`config.mk`:
```
export PLATFORM = sky130hd
export DESIGN_NAME = multicycle_controller
export DESIGN_NICKNAME = d
export VERILOG_FILES = /design/src/rtl/multicycle_controller.sv
export SDC_FILE = /design/constraint.sdc
export NUM_CORES = 1
export LEC_CHECK = 0
export BUFFER_PORTS_ARGS = -buffer_cell sky130_fd_sc_hd__buf_2
export CORE_UTILIZATION = 51
export CTS_CLUSTER_SIZE = 25
export DETAILED_ROUTE_END_ITERATION = 10
export PLACE_DENSITY = 0.79
export SYNTH_ARGS = -nofsm -noshare
export SYNTH_HDL_FRONTEND = slang
export SYNTH_SLANG_ARGS = --single-unit
```
`constraint.sdc`:
```
create_clock -name clk -period 2.6 [get_ports clk]
set_input_delay 0.26 -clock clk [delete_from_list [all_inputs] [get_ports clk]]
set_output_delay 0.26 -clock clk [all_outputs]
set_load 0.1 [all_outputs]
```
`src/rtl/multicycle_controller.sv`:
```
// Multi-cycle MIPS control FSM with memory-handshake stalls and retire counter.
// Optional MC_CTRL_ILLEGAL_TRAP_EN: unknown instructions lock into TRAP.
module multicycle_controller #(
    parameter int ALUOP_W = 4,
    parameter int CNT_W   = 32
) (
    input  logic               clk,
    input  logic               rst,
    input  logic [5:0]         opcode,
    input  logic [5:0]         funct,
    input  logic               mem_ready,
    input  logic               br_taken,
    output logic [2:0]         state,
    output logic               mem_req,
    output logic               mem_we,
    output logic               i_or_d,
    output logic               ir_write,
    output logic               pc_write,
    output logic [1:0]         pc_src,
    output logic               reg_write,
    output logic [1:0]         reg_dst,
    output logic               mem_to_reg,
    output logic               alu_src,
    output logic [ALUOP_W-1:0] alu_op,
    output logic               retire,
    output logic [CNT_W-1:0]   instr_count,
    output logic               illegal_instr
);

    typedef enum logic [2:0] {
        S_IDLE   = 3'd0,
        S_FETCH  = 3'd1,
        S_DECODE = 3'd2,
        S_EXEC   = 3'd3,
        S_MEM    = 3'd4,
        S_WB     = 3'd5,
        S_TRAP   = 3'd6
    } state_e;

    localparam logic [ALUOP_W-1:0] ALU_ADD = ALUOP_W'(1);
    localparam logic [ALUOP_W-1:0] ALU_SUB = ALUOP_W'(2);
    localparam logic [ALUOP_W-1:0] ALU_AND = ALUOP_W'(3);
    localparam logic [ALUOP_W-1:0] ALU_OR  = ALUOP_W'(4);
    localparam logic [ALUOP_W-1:0] ALU_XOR = ALUOP_W'(5);
    localparam logic [ALUOP_W-1:0] ALU_NOR = ALUOP_W'(6);
    localparam logic [ALUOP_W-1:0] ALU_SLT = ALUOP_W'(7);
    localparam logic [ALUOP_W-1:0] ALU_SLL = ALUOP_W'(8);
    localparam logic [ALUOP_W-1:0] ALU_SRL = ALUOP_W'(9);
    localparam logic [ALUOP_W-1:0] ALU_BEQ = ALUOP_W'(10);
    localparam logic [ALUOP_W-1:0] ALU_BNE = ALUOP_W'(11);

    state_e           state_q, state_d;
    logic [CNT_W-1:0] cnt_q;

    logic is_r, is_j, is_jal, is_jr;
    logic is_beq, is_bne, is_addi, is_andi, is_slti, is_lw, is_sw;
    logic f_add, f_sub, f_and, f_or, f_xor, f_nor, f_slt, f_sll, f_srl;
    logic r_alu, is_imm, legal_exec;
    logic [ALUOP_W-1:0] exec_op;

    assign is_r    = (opcode == 6'b000000);
    assign is_j    = (opcode == 6'b000010);
    assign is_jal  = (opcode == 6'b000011);
    assign is_beq  = (opcode == 6'b000100);
    assign is_bne  = (opcode == 6'b000101);
    assign is_addi = (opcode == 6'b001000);
    assign is_slti = (opcode == 6'b001010);
    assign is_andi = (opcode == 6'b001100);
    assign is_lw   = (opcode == 6'b100011);
    assign is_sw   = (opcode == 6'b101011);

    assign f_add = is_r && (funct == 6'b100000);
    assign f_sub = is_r && (funct == 6'b100010);
    assign f_and = is_r && (funct == 6'b100100);
    assign f_or  = is_r && (funct == 6'b100101);
    assign f_xor = is_r && (funct == 6'b100110);
    assign f_nor = is_r && (funct == 6'b100111);
    assign f_slt = is_r && (funct == 6'b101010);
    assign f_sll = is_r && (funct == 6'b000000);
    assign f_srl = is_r && (funct == 6'b000010);
    assign is_jr = is_r && (funct == 6'b001000);

    assign r_alu  = f_add | f_sub | f_and | f_or | f_xor
                  | f_nor | f_slt | f_sll | f_srl;
    assign is_imm = is_addi | is_andi | is_slti | is_lw | is_sw;
    assign legal_exec = r_alu | is_imm | is_beq | is_bne;

    always_comb begin
        exec_op = '0;
        unique case (1'b1)
            f_add, is_addi, is_lw, is_sw: exec_op = ALU_ADD;
            f_sub:                        exec_op = ALU_SUB;
            f_and, is_andi:               exec_op = ALU_AND;
            f_or:                         exec_op = ALU_OR;
            f_xor:                        exec_op = ALU_XOR;
            f_nor:                        exec_op = ALU_NOR;
            f_slt, is_slti:               exec_op = ALU_SLT;
            f_sll:                        exec_op = ALU_SLL;
            f_srl:                        exec_op = ALU_SRL;
            is_beq:                       exec_op = ALU_BEQ;
            is_bne:                       exec_op = ALU_BNE;
            default:                      exec_op = '0;
        endcase
    end

    // Outputs are decoded from the current state, so reset clears them at once.
    always_comb begin
        state_d       = state_q;
        mem_req       = 1'b0;
        mem_we        = 1'b0;
        i_or_d        = 1'b0;
        ir_write      = 1'b0;
        pc_write      = 1'b0;
        pc_src        = 2'd0;
        reg_write     = 1'b0;
        reg_dst       = 2'd0;
        mem_to_reg    = 1'b0;
        alu_src       = 1'b0;
        alu_op        = '0;
        retire        = 1'b0;
        illegal_instr = 1'b0;
        unique case (state_q)
            S_IDLE: state_d = S_FETCH;
            S_FETCH: begin
                mem_req = 1'b1;
                if (mem_ready) begin
                    ir_write = 1'b1;
                    pc_write = 1'b1;
                    state_d  = S_DECODE;
                end
            end
            S_DECODE: begin
                if (is_j || is_jal) begin
                    pc_write = 1'b1;
                    pc_src   = 2'd2;
                    retire   = 1'b1;
                    state_d  = S_FETCH;
                    if (is_jal) begin
                        reg_write = 1'b1;
                        reg_dst   = 2'd2;
                    end
                end else if (is_jr) begin
                    pc_write = 1'b1;
                    pc_src   = 2'd3;
                    retire   = 1'b1;
                    state_d  = S_FETCH;
                end else if (legal_exec) begin
                    state_d = S_EXEC;
                end else begin
`ifdef MC_CTRL_ILLEGAL_TRAP_EN
                    state_d = S_TRAP;
`else
                    retire  = 1'b1;
                    state_d = S_FETCH;
`endif
                end
            end
            S_EXEC: begin
                alu_op  = exec_op;
                alu_src = is_imm;
                if (is_beq || is_bne) begin
                    pc_write = br_taken;
                    pc_src   = 2'd1;
                    retire   = 1'b1;
                    state_d  = S_FETCH;
                end else if (is_lw || is_sw) begin
                    state_d = S_MEM;
                end else begin
                    state_d = S_WB;
                end
            end
            S_MEM: begin
                mem_req = 1'b1;
                i_or_d  = 1'b1;
                mem_we  = is_sw;
                if (mem_ready) begin
                    if (is_sw) begin
                        retire  = 1'b1;
                        state_d = S_FETCH;
                    end else begin
                        state_d = S_WB;
                    end
                end
            end
            S_WB: begin
                reg_write  = 1'b1;
                reg_dst    = is_r ? 2'd1 : 2'd0;
                mem_to_reg = is_lw;
                retire     = 1'b1;
                state_d    = S_FETCH;
            end
            S_TRAP: begin
`ifdef MC_CTRL_ILLEGAL_TRAP_EN
                illegal_instr = 1'b1;
`endif
                state_d = S_TRAP;
            end
            default: state_d = S_IDLE;
        endcase
    end

    always_ff @(posedge clk or negedge rst) begin
        if (!rst) begin
            state_q <= S_IDLE;
            cnt_q   <= '0;
        end else begin
            state_q <= state_d;
            cnt_q   <= cnt_q + CNT_W'(retire);
        end
    end

    assign state       = state_q;
    assign instr_count = cnt_q;

endmodule

```
# [Yosys cells after proc, flatten, opt, wreduce, memory -nomap -nowiden]
# Cells that the tools add are included.
[classes] eq_ne=26 bitwise=15 reduce_logical=22 n_addsub=1 n_mux=40
[ops] operator="$eq 6x6->1 const B" count=9
[ops] operator="$pmux 4 s11" count=1
[ops] operator="$add 32x1->32" count=1
[ops] operator="$eq 6x4->1 const B" count=4
[ops] operator="$mux 1" count=21
[ops] operator="$eq 6x2->1 const B" count=3
[ops] operator="$pmux 3 s6" count=1
[ops] operator="$or 1x1->1" count=15
[ops] operator="$mux 2" count=7
[ops] operator="$eq 6x3->1 const B" count=2
[ops] operator="$logic_not 6->1" count=2
[ops] operator="$mux 3" count=4
[ops] operator="$logic_and 1x1->1" count=10
[ops] operator="$eq 3x3->1 const B" count=3
[ops] operator="$pmux 2 s2" count=2
[ops] operator="$reduce_or 2->1" count=4
[ops] operator="$eq 3x2->1 const B" count=2
[ops] operator="$mux 4" count=1
[ops] operator="$ne 2x2->1 const B" count=2
[ops] operator="$pmux 1 s4" count=1
[ops] operator="$reduce_or 4->1" count=1
[ops] operator="$eq 3x1->1 const B" count=1
[ops] operator="$logic_not 3->1" count=1
[ops] operator="$logic_or 1x1->1" count=3
[ops] operator="other kinds (3)" count=3
[totals] inputBits=16 word_cells=106 regBits=35 output_inout_bits=53

# [Logic depth before layout (Yosys ltp)]
# Gate-level depths: netlist of run 1.
[logic_depth] word_depth=18 ltp_mapped=11 ltp_nobuf=10

# [Least setup slack after synthesis of run 1]
# No wires, ideal clock.
[synth_path] kind="reg2out" from="reg state_q[0], in the netlist state[0]" to="out mem_to_reg" required_time_ns=2.340 slack_ns=-1.349 arrival_time_ns=3.689 path_buffers=0 stages_incl_launch_ff=4 cell_sequence="dfrtp_1 -> inv_1 -> or3_1 -> nor3_1"
[synth_between] elab_chain_len=2
[synth_lines] item="from (decl)" line_no="52" rtl="state_e state_q, state_d;"
[synth_lines] item="from (signal assigned)" line_no="207" rtl="state_q <= state_d;"
[synth_lines] item="$eq 3x3->1" line_no="122" rtl="unique case (state_q)"
[synth_lines] item="$mux 1" line_no="122"
[synth_lines] item="to (decl)" line_no="22" rtl="output logic mem_to_reg,"
# No other way between the ends.

# [Worst setup path after layout of run 1]
[layout_path] from="reg state_q[1], in the netlist state[1]" to="reg cnt_q[28], in the netlist instr_count[28]"
[layout_between] elab_chain_len=3 elab_cells_between_ends=6 cone_classes="add/sub (1); eq/ne (4); mux (1)"
[layout_lines] item="$eq 3x3->1 / $eq 3x2->1 (equally long branches)" line_no="122"
[layout_lines] item="$pmux 1 s4 (*)" line_no="122"
[layout_lines] item="$add 32x1->32 (*)" line_no="208" rtl="cnt_q <= cnt_q + CNT_W'(retire);"
[layout_lines] item="to (signal assigned)" line_no="208"
[layout_lines] item="to (decl)" line_no="53" rtl="logic [CNT_W-1:0] cnt_q;"
# Mark *: on every way between the ends. The rest lies on a longest branch, timed or not.
# A chain may end at the register's enable or synchronous reset.

==> results.toml, run 1 <==
[sta]
finalSetupViolations = 0
min_period_ns = 2.51
fin_hold_ws_ns = 0.0322
fin_tns_setup_ns = 0
clock_skew_ns = 0.00479
relSlewSlack = 0.502
worst_pin_slew_ns = 0.746
post-route-period-util = 0.963
postLayoutSetupSlackWorst_ns = 0.0949
fmax_mhz = 399
rsz0062_at_grt = "false"
final-hold-violation-count = 0
slew_violations = 0

[route]
drcViolationCount = 0
routed_via_density = 5.65
wl_per_cell_um = 14.6
ant_nets = 0
drtIter0Drc = 93
vias = 2064
routed_wirelength_um = 5320
drt_first_pass_iters = 4

[worst_setup_path]
start_kind = "register"
cp_num_buf_inv = 1
critPathRequiredTime_ns = 2.77
cpMostUsedCell = "ha_4"
crit_path_cell_trace = "or3_4 > a31oi_4 > a41o_4 > ha_4 > ha_4 > nand3_2 > nor4_4 > buf_4 > nand4_1 > xnor2_1"
critPathKind = "reg2reg"
cp_max_fo = 13
endpoint_kind = "register"
cpMaxStageDelayCell = "dfrtp_4"
critPathTopFamily = "simple AND/OR/NAND/NOR gates"
crit_arrival_ns = 2.68
critPathMaxStageDelay_ns = 0.55
cp.depth = 10
reg2regPathDepth = 10

[outcome]
outcome = "completed"

[pwr]
p_leak_nw = 1.43
p_per_area_nw_per_um2 = 778
total_power_w = 0.00235
ir_worst_vdd_mv = 0.642

[cts]
worstSkewPairLatency_ns = 0.29
hold_buffers = 0
numCtsBuffers = 5
clkTransAtPathRegs_ns = 0.07
cts.path.max_buffers = 2
clock-root-buffer = "clkbuf_8"
htree_levels = 2
numClockSinks = 35
cts_tree = "yes"

[job]
maxCapViolations = 0

[logic_synthesis]
synth_edf_count = 0
synth.cell_area_um2 = 2250
synthCells = 234
synth_area_per_cell_um2 = 9.64
netlist.area_leader.share = 0.388
synth_seq_cells = 35
ys_warn_count = 0
syn_nets = 254
synth_seq_area_share = 0.388
ys_top_cells_by_area = "dfrtp_1, xnor2_1, nor4_4"
async_reset_ff_frac = 1.00
yosysTopAreaCell = "dfrtp_1"
synth-main-ff-cell = "dfrtp_1"
synthDistinctLibCells = 51

[die]
io_pins = 69
core_um2 = 4120
start_util = 0.548
rows = 23
die_area_um2 = 4690
fp.dieW_um = 68.5
die_y_um = 68.5

[global_route]
grt_pass1_wl_um = 8620
grt_use_total = 0.247
first_global_vias = 1918
grt_overflow = 0
antenna_found_initial = 0
grt_max_degree = 36

[place]
dp_hpwl_um = 4160
port_buffers = 67
dpl.cell_count = 354
dp_slack_ns = -0.0560
gp_congestion = 0.822

[finish]
final_nets = 334
final_cells = 365
final_cell_mix = "buf_2, dfrtp_1, xnor2_1"
area_growth_pct = 33.6
final_common_cell = "buf_2"
nFillCells = 315
num_antenna_cells = 0
drive_gt1_frac = 0.416

[hold_path]
hold_path_class = "in2async"
area by class of cell:
type / count / area, µm² / area share
Sequential cell: 35 / 887 / 0.294
Inverter: 3 / 13.8 / 0.00457
Clock inverter: 2 / 12.5 / 0.00415
Clock buffer: 6 / 72.6 / 0.0241
Timing Repair Buffer: 83 / 500 / 0.166
Tap cell: 50 / 62.6 / 0.0208
Multi-Input combinational cell: 186 / 1460 / 0.486
state kept, by name, summed over array words and instances, names as in the netlist:
| register | count |
|---|---|
| instr_count | 32 |
| state | 3 |
per-stage QoR:
step / util / cell area, µm²
floorplan: - / 2410
global placement: 0.705 / 2900
detailed placement: 0.705 / 2900
CTS: 0.725 / 2990
global route: 0.732 / 3010
finish: 0.732 / 3010
path summary, 6_finish.rpt:
| path | startpoint | end | slack (ns) |
|---|---|---|---|
| max in group asynchronous | rst | state[1] | 2.01 |
| hold / removal | rst | instr_count[6] | 0.03 |
| min in group clk | mem_ready | state[0] | 0.38 |
| setup / recovery | state[1] | instr_count[28] | 0.09 |
| hold reg to reg | instr_count[31] | instr_count[31] | 0.48 |
| setup reg to reg | state[1] | instr_count[28] | 0.09 |
kinds of logic (layout without fill, tap and decap cells):
group	Yosys count	count (layout)	synth area share
simple gates	121	121	0.352
flops	35	35	0.388
xor+xnor	32	32	0.124
compound gates	27	27	0.0783
buf+inv	13	94	0.0289
fa+ha+maj	4	4	0.0222
other cells	1	1	0.00166
mux	1	1	0.00444
synth_stat cells, drive strengths merged (2+ instances only):
master / instances
a21oi: 5
a31oi: 6
and2: 3
and3: 7
and3b: 2
and4: 3
buf: 6
clkbuf: 4
dfrtp: 35
ha: 4
inv: 3
nand2: 17
nand2b: 6
nand3: 15
nand3b: 3
nand4: 14
nor2: 15
nor2b: 5
nor3: 7
nor3b: 4
nor4: 8
nor4b: 2
o21ai: 6
or3: 4
or4b: 3
xnor2: 23
xor2: 9
per-layer routing:
metal / track usage / wire length, µm / vias to the layer above
met4: 0.0807 / 75 / 0
met1: 0.314 / 2460 / 990
met2: 0.414 / 2600 / 49
li1: - / - / 1019
met3: 0.0526 / 176 / 6
met5: 0 / 0 / -
what timing repair did:
item	CTS	global route
endpoints found under the setup margin	0	8
resized for setup	0	2
setup buffers	0	3
report_power, final:
group | switching (W) | total (W) | internal [W]
registers | 0.000123 | 0.000731 | 0.000608
logic | 0.000950 | 0.00123 | 0.000283
clock network | 0.000194 | 0.000381 | 0.000187
(Power assumes the default switching activity.)
==> run 2: changes to the inputs <==
--- a/config.mk
+++ b/config.mk
@@ -6,10 +6,11 @@
 export NUM_CORES = 1
 export LEC_CHECK = 0
 export BUFFER_PORTS_ARGS = -buffer_cell sky130_fd_sc_hd__buf_2
-export CORE_UTILIZATION = 51
+export CORE_ASPECT_RATIO = 0.8
+export CORE_UTILIZATION = 55
 export CTS_CLUSTER_SIZE = 25
 export DETAILED_ROUTE_END_ITERATION = 10
-export PLACE_DENSITY = 0.79
+export PLACE_DENSITY = 0.85
 export SYNTH_ARGS = -nofsm -noshare
 export SYNTH_HDL_FRONTEND = slang
 export SYNTH_SLANG_ARGS = --single-unit
==> constraint.sdc (replaced) <==
create_clock -name clk -period 3 [get_ports clk]
set_input_delay 0.3 -clock clk [delete_from_list [all_inputs] [get_ports clk]]
set_output_delay 0.3 -clock clk [all_outputs]
set_load 0.1 [all_outputs]
==> run 2 against run 1 <==
Against the previous run: first-iteration DRC count grew 53%; routed wire length shrank 4.5%; cell area shrank 6.6%; setup slack gained 0.22 ns; largest cell class unchanged; critical path depth shrank 1; clock power grew 10%; non-clock buffer count shrank 13; combinational power shrank 23%; total power shrank 15%.
==> results.toml, run 2 (same netlist as run 1, synthesis figures left out) <==
[finish]
num_antenna_cells = 0
final_cells = 357
final_common_cell = "buf_2"
largest_reg_flops = 32
stdcell_area_um2 = 2810
drive_gt1_frac = 0.341
final_nets = 321
area_growth_pct = 24.8
final_cell_mix = "buf_2, dfrtp_1, xnor2_1"

[outcome]
outcome = "completed"

[global_route]
antenna_found_initial = 0
grt_max_degree = 36
grt_overflow = 0
grt_use_total = 0.247
first_global_vias = 1755
grt_pass1_wl_um = 8250

[cts]
cts_tree = "yes"
hold_buffers = 0
cts.path.max_buffers = 2
htree_levels = 2
cts_resized = 0
worstSkewPairLatency_ns = 0.29
clock-root-buffer = "clkbuf_8"
numClockSinks = 35
clkTransAtPathRegs_ns = 0.07
numCtsBuffers = 5
postCtsSetupBuffers = 0

[pwr]
p_comb_frac = 0.475
p_per_area_nw_per_um2 = 706
switching_power_w = 0.00105
netSwitchingFraction = 0.528
clkPwrFrac = 0.212
ir_worst_vdd_mv = 0.600
p_int_w = 0.000938
p_leak_nw = 1.38
power_frac_seq = 0.313

[place]
gp_congestion = 0.866
dp_slack_ns = 0.0951
port_buffers = 67
dpl.cell_count = 349
dp_hpwl_um = 3870
place_area_um2 = 2700

[worst_setup_path]
crit_arrival_ns = 2.86
cpMaxStageDelayCell = "dfrtp_4"
cp_max_fo = 15
critPathRequiredTime_ns = 3.17
critPathKind = "reg2reg"
crit_path_cell_trace = "or3_4 > a31oi_1 > a41o_4 > ha_4 > ha_1 > nand3_1 > nor4_4 > nand4_1 > xnor2_1"
start_kind = "register"
endpoint_kind = "register"
critPathMaxStageDelay_ns = 0.55

[die]
die_y_um = 59.3
die_area_um2 = 4360
rows = 20
fp.dieW_um = 73.6
start_util = 0.585
io_pins = 69
core_um2 = 3850

[sta]
relSlewSlack = 0.490
worst_pin_slew_ns = 0.766
fin_tns_setup_ns = 0
slew_violations = 0
fmax_mhz = 372
rsz0062_at_grt = "false"
post-route-period-util = 0.896
postLayoutSetupSlackWorst_ns = 0.311
clock_skew_ns = 0.0101
final-hold-violation-count = 0
min_period_ns = 2.69
finalSetupViolations = 0

[route]
drcViolationCount = 0
drt_first_pass_iters = 4
vias = 2040
routed_wirelength_um = 5080
routed_via_density = 5.71
wl_per_cell_um = 14.2
drtIter0Drc = 142
ant_nets = 0

[hold_path]
hold_path_class = "in2async"

[job]
maxCapViolations = 0
==> run 2: changes by cell type in the layout (fill, tap and decap cells not counted), moves of 3 or more <==
| cell | before | now |
|---|---|---|
| nor2_1 | 12 | 15 |
| buf_2 | 64 | 67 |
| nor2_2 | 3 | 0 |
| buf_4 | 16 | 3 |
| buf_12 | 3 | 0 |
==> run 2: metrics by stage <==
step	hold WS, ns	total power, W	util
5_1_grt	0.134	0.00207	0.730
3_5_place_dp	0.410	0.00157	0.701
4_1_cts	0.100	0.00199	0.730
6_report	0.0809	0.00199	0.730
2_1_floorplan	0.00441	0.00142	-
3_3_place_gp	0.409	0.00156	0.701
==> run 2: power by group through the flow <==
stage	Combinational, W	Sequential [W]	Clock [W]
after CTS	0.000945	0.000620	0.000426
after floorplan	0.000517	0.000902	0
final	0.000944	0.000621	0.000421
after detailed placement	0.000945	0.000628	0
after global placement	0.000940	0.000624	0
after global routing	0.000986	0.000633	0.000448
==> run 2: final timing paths <==
check | from | end | slack, ns | cells after the start
setup / recovery | state[1] | instr_count[16] | 0.31 | 9
hold / removal | rst | instr_count[6] | 0.08 | 1
setup reg to reg | state[1] | instr_count[16] | 0.31 | 9
hold reg to reg | instr_count[31] | instr_count[31] | 0.47 | 1
max in group asynchronous | rst | state[1] | 2.35 | 1
min in group clk | mem_ready | state[0] | 0.41 | 4
==> run 2: cell type report <==
type                       instances  area (µm²)
multi-input combinational        186        1380
fill                             312        1040
sequential                        35         887
timing repair buffer              70         358
clock buffer                       5        68.8
tap                               55        68.8
clock inverter                     3        43.8
inverter                           3        11.3
==> run 2: worst max-delay path, delay by kind of cell (launching register included) <==
kind / cells / cell delay (ns)
AOI/OAI and AO/OA: 2 / 0.35
DFF: 1 / 0.55
xor gates and xnor gates: 1 / 0.16
adders and majority gates: 2 / 0.34
and+or+nand+nor: 4 / 1.18
==> run 2: layer usage <==
metal,up-vias,routed length (µm),GRT usage
met3,4,315,0.0527
met5,-,0,0
met1,976,2370,0.366
met2,72,2370,0.374
met4,0,23,0.0467
li1,988,-,-
==> run 3: changes to the inputs <==
--- a/config.mk
+++ b/config.mk
@@ -5,8 +5,9 @@
 export SDC_FILE = /design/constraint.sdc
 export NUM_CORES = 1
 export LEC_CHECK = 0
+export ABC_AREA = 1
 export BUFFER_PORTS_ARGS = -buffer_cell sky130_fd_sc_hd__buf_2
-export CORE_ASPECT_RATIO = 0.8
+export CORE_ASPECT_RATIO = 0.6
 export CORE_UTILIZATION = 55
 export CTS_CLUSTER_SIZE = 25
 export DETAILED_ROUTE_END_ITERATION = 10
==> run 3 against run 2 <==
Against the previous run: the flow now finishes with violations (DRC); largest power group unchanged; cell count is 15% higher; hold slack improved by 0.0040 ns; total power increased by 2.9%; synthesized area is 0.44% lower; critical endpoint is now instr_count[30]; via count is 13% higher; first-iteration DRC count is 110% higher; core utilization up 2.3 points; clock-buffer cell count grew 1; critical path depth is 5 higher; clock skew is 0.0066 ns lower; synthesized cell count rose by 24%.
==> results.toml, run 3 <==
[outcome]
outcome = "finished, violations left"
violations = "DRC"

[sta]
rsz0062_at_grt = "false"
fmax_mhz = 361
postLayoutSetupSlackWorst_ns = 0.233
post-route-period-util = 0.922
clock_skew_ns = 0.00343
slew_violations = 0
worst_pin_slew_ns = 0.757
relSlewSlack = 0.496
min_period_ns = 2.77
final-hold-violation-count = 0
finalSetupViolations = 0

[finish]
num_antenna_cells = 0
nFillCells = 293
area_growth_pct = 27.0
largest_reg_flops = 32
drive_gt1_frac = 0.297
final_cells = 411
final_cell_mix = "buf_2, nand2_1, inv_1"
final_common_cell = "buf_2"
multi_input_area_um2 = 1310
final_nets = 384
ff_latch_area_um2 = 887
stdcell_area_um2 = 2850

[logic_synthesis]
async_reset_ff_frac = 1.00
ys_top_cells_by_area = "dfrtp_1, nand2_1, inv_1"
synth_area_per_cell_um2 = 7.71
synth.cell_area_um2 = 2240
synthCells = 291
synth_seq_area_share = 0.390
ys_warn_count = 0
netlist.area_leader.share = 0.390
syn_nets = 311
synth-main-ff-cell = "dfrtp_1"
synthDistinctLibCells = 32
yosysMostFrequentCell = "nand2_1"
yosysTopAreaCell = "dfrtp_1"
synth_seq_cells = 35
synthTopCellsByCount = "nand2_1, inv_1, dfrtp_1, nor2_1, nand3_1"
synth_edf_count = 0

[route]
ant_nets = 0
routed_wirelength_um = 6270
drtIter0Drc = 292
vias = 2307
wl_per_cell_um = 15.3
drcViolationCount = 5
drt_first_pass_iters = 10
routed_via_density = 5.61

[pwr]
p_comb_frac = 0.526
power_frac_seq = 0.309
netSwitchingFraction = 0.565
p_int_w = 0.000889
switching_power_w = 0.00116
clkPwrFrac = 0.166
p_per_area_nw_per_um2 = 717
ir_worst_vdd_mv = 0.963
p_leak_nw = 1.57

[global_route]
antenna_found_initial = 0
grt_overflow = 0
grt_max_degree = 36
grt_pass1_wl_um = 10000
first_global_vias = 1952
grt_use_total = 0.310

[worst_setup_path]
rrSetupSlack_ns = 0.23
endpoint_kind = "register"
start_kind = "register"
critPathMaxStageDelay_ns = 0.52
critPathRequiredTime_ns = 3.21
critPathTopFamily = "simple AND/OR/NAND/NOR gates"
critPathKind = "reg2reg"
reg2regPathDepth = 14
crit_path_cell_trace = "inv_1 > nand2_1 > inv_1 > nand3_1 > a21oi_4 > ha_2 > ha_4 > nand3_4 > nor2_4 > nand2_1 > nor2_2 > nand4_1 > nor2_1 > xor2_1"
cpMaxStageDelayCell = "dfrtp_4"
cp.depth = 14
cp_num_buf_inv = 2
r2r_end = "instr_count[30]"
crit_arrival_ns = 2.97
r2r_start = "state[2]"
cp_max_fo = 6

[place]
dpl.cell_count = 404
port_buffers = 67
gp_congestion = 0.963
dp_hpwl_um = 5030
place_area_um2 = 2760
dp_slack_ns = 0.0469

[hold_path]
hold_path_class = "in2async"

[cts]
clkTransAtPathRegs_ns = 0.07
numClockSinks = 35
cts.path.max_buffers = 2
cts_tree = "yes"
clock-root-buffer = "clkbuf_8"
numCtsBuffers = 5
htree_levels = 2
worstSkewPairLatency_ns = 0.28
postCtsSetupBuffers = 0

[die]
die_area_um2 = 4350
io_pins = 69
fp.dieW_um = 84.5
rows = 17
die_y_um = 51.5
start_util = 0.593
core_um2 = 3790

[job]
maxCapViolations = 0
[run 3: cell count changes after synthesis, sizes merged, moves of 5 or more]
cell,before,now
inv,3,43
nand2,17,54
nor2,15,41
xnor2,23,13
nand3,15,24
nor3,7,15
nor4,8,1
xor2,9,16
a31oi,6,0
and3,7,1
nand2b,6,0
nor2b,5,0
[run 3: area by class of cell]
class	instances	area share
timing repair buffer	68	0.120
clock inverter	1	0.00176
multi-input combinational	211	0.459
sequential	35	0.311
inverter	43	0.0584
tap	47	0.0206
clock buffer	6	0.0290
[run 3: logic make-up (layout without fill, tap and decap cells)]
logic type | Yosys count | after routing | synth area share
AOI/OAI and AO/OA | 19 | 19 | 0.0485
xor gates and xnor gates | 29 | 29 | 0.113
adders and majority gates | 4 | 4 | 0.0223
buffers and inverters | 45 | 118 | 0.0775
DFF | 35 | 35 | 0.390
other | 1 | 1 | 0.00167
and+or+nand+nor | 158 | 158 | 0.347
[run 3: power by group through the flow]
stage | registers, W | logic [W] | clock network [W]
after global placement | 0.000635 | 0.00106 | 0
after CTS | 0.000630 | 0.00107 | 0.000344
after floorplan | 0.00102 | 0.000490 | 0
final | 0.000631 | 0.00107 | 0.000339
after global routing | 0.000644 | 0.00112 | 0.000359
after detailed placement | 0.000639 | 0.00106 | 0
[run 3: worst max path at each step]
stage	from	endpoint
3_5_place_dp	opcode[3]	instr_count[30]
4_1_cts	state[2]	instr_count[30]
5_1_grt	state[2]	instr_count[30]
6_report	state[2]	instr_count[30]
2_1_floorplan	state[1]	instr_count[30]
3_3_place_gp	opcode[4]	instr_count[30]
[run 3: repair_timing]
item,CTS,global route
hold buffers,0,0
setup endpoints to repair,0,1
resized for setup,0,2
[run 3: worst reg2reg max path: cells and delay by family, from the launching register on]
kind / cells / cell delay [ns]
compound gates: 1 / 0.18
simple gates: 8 / 1.14
flops: 1 / 0.52
fa+ha+maj: 2 / 0.37
buf+inv: 2 / 0.32
xor+xnor: 1 / 0.16
[run 3: metal layers]
layer	GRT usage	vias to the layer above	wire length, µm
met5	0	-	0
met4	0.0537	0	32
met3	0.123	5	840
met2	0.391	124	2370
met1	0.487	1081	3030
li1	-	1097	-
[run 3: metrics by stage]
| stage | hold WS [ns] | TNS (ns) | util | power, W |
|---|---|---|---|---|
| finish | 0.0849 | 0 | 0.753 | 0.00205 |
| global route | 0.149 | 0 | 0.753 | 0.00212 |
| CTS | 0.104 | 0 | 0.751 | 0.00204 |
| detailed placement | 0.404 | 0 | 0.728 | 0.00170 |
| global placement | 0.413 | 0 | 0.728 | 0.00170 |
| floorplan | 0.00441 | -19.15 | - | 0.00151 |
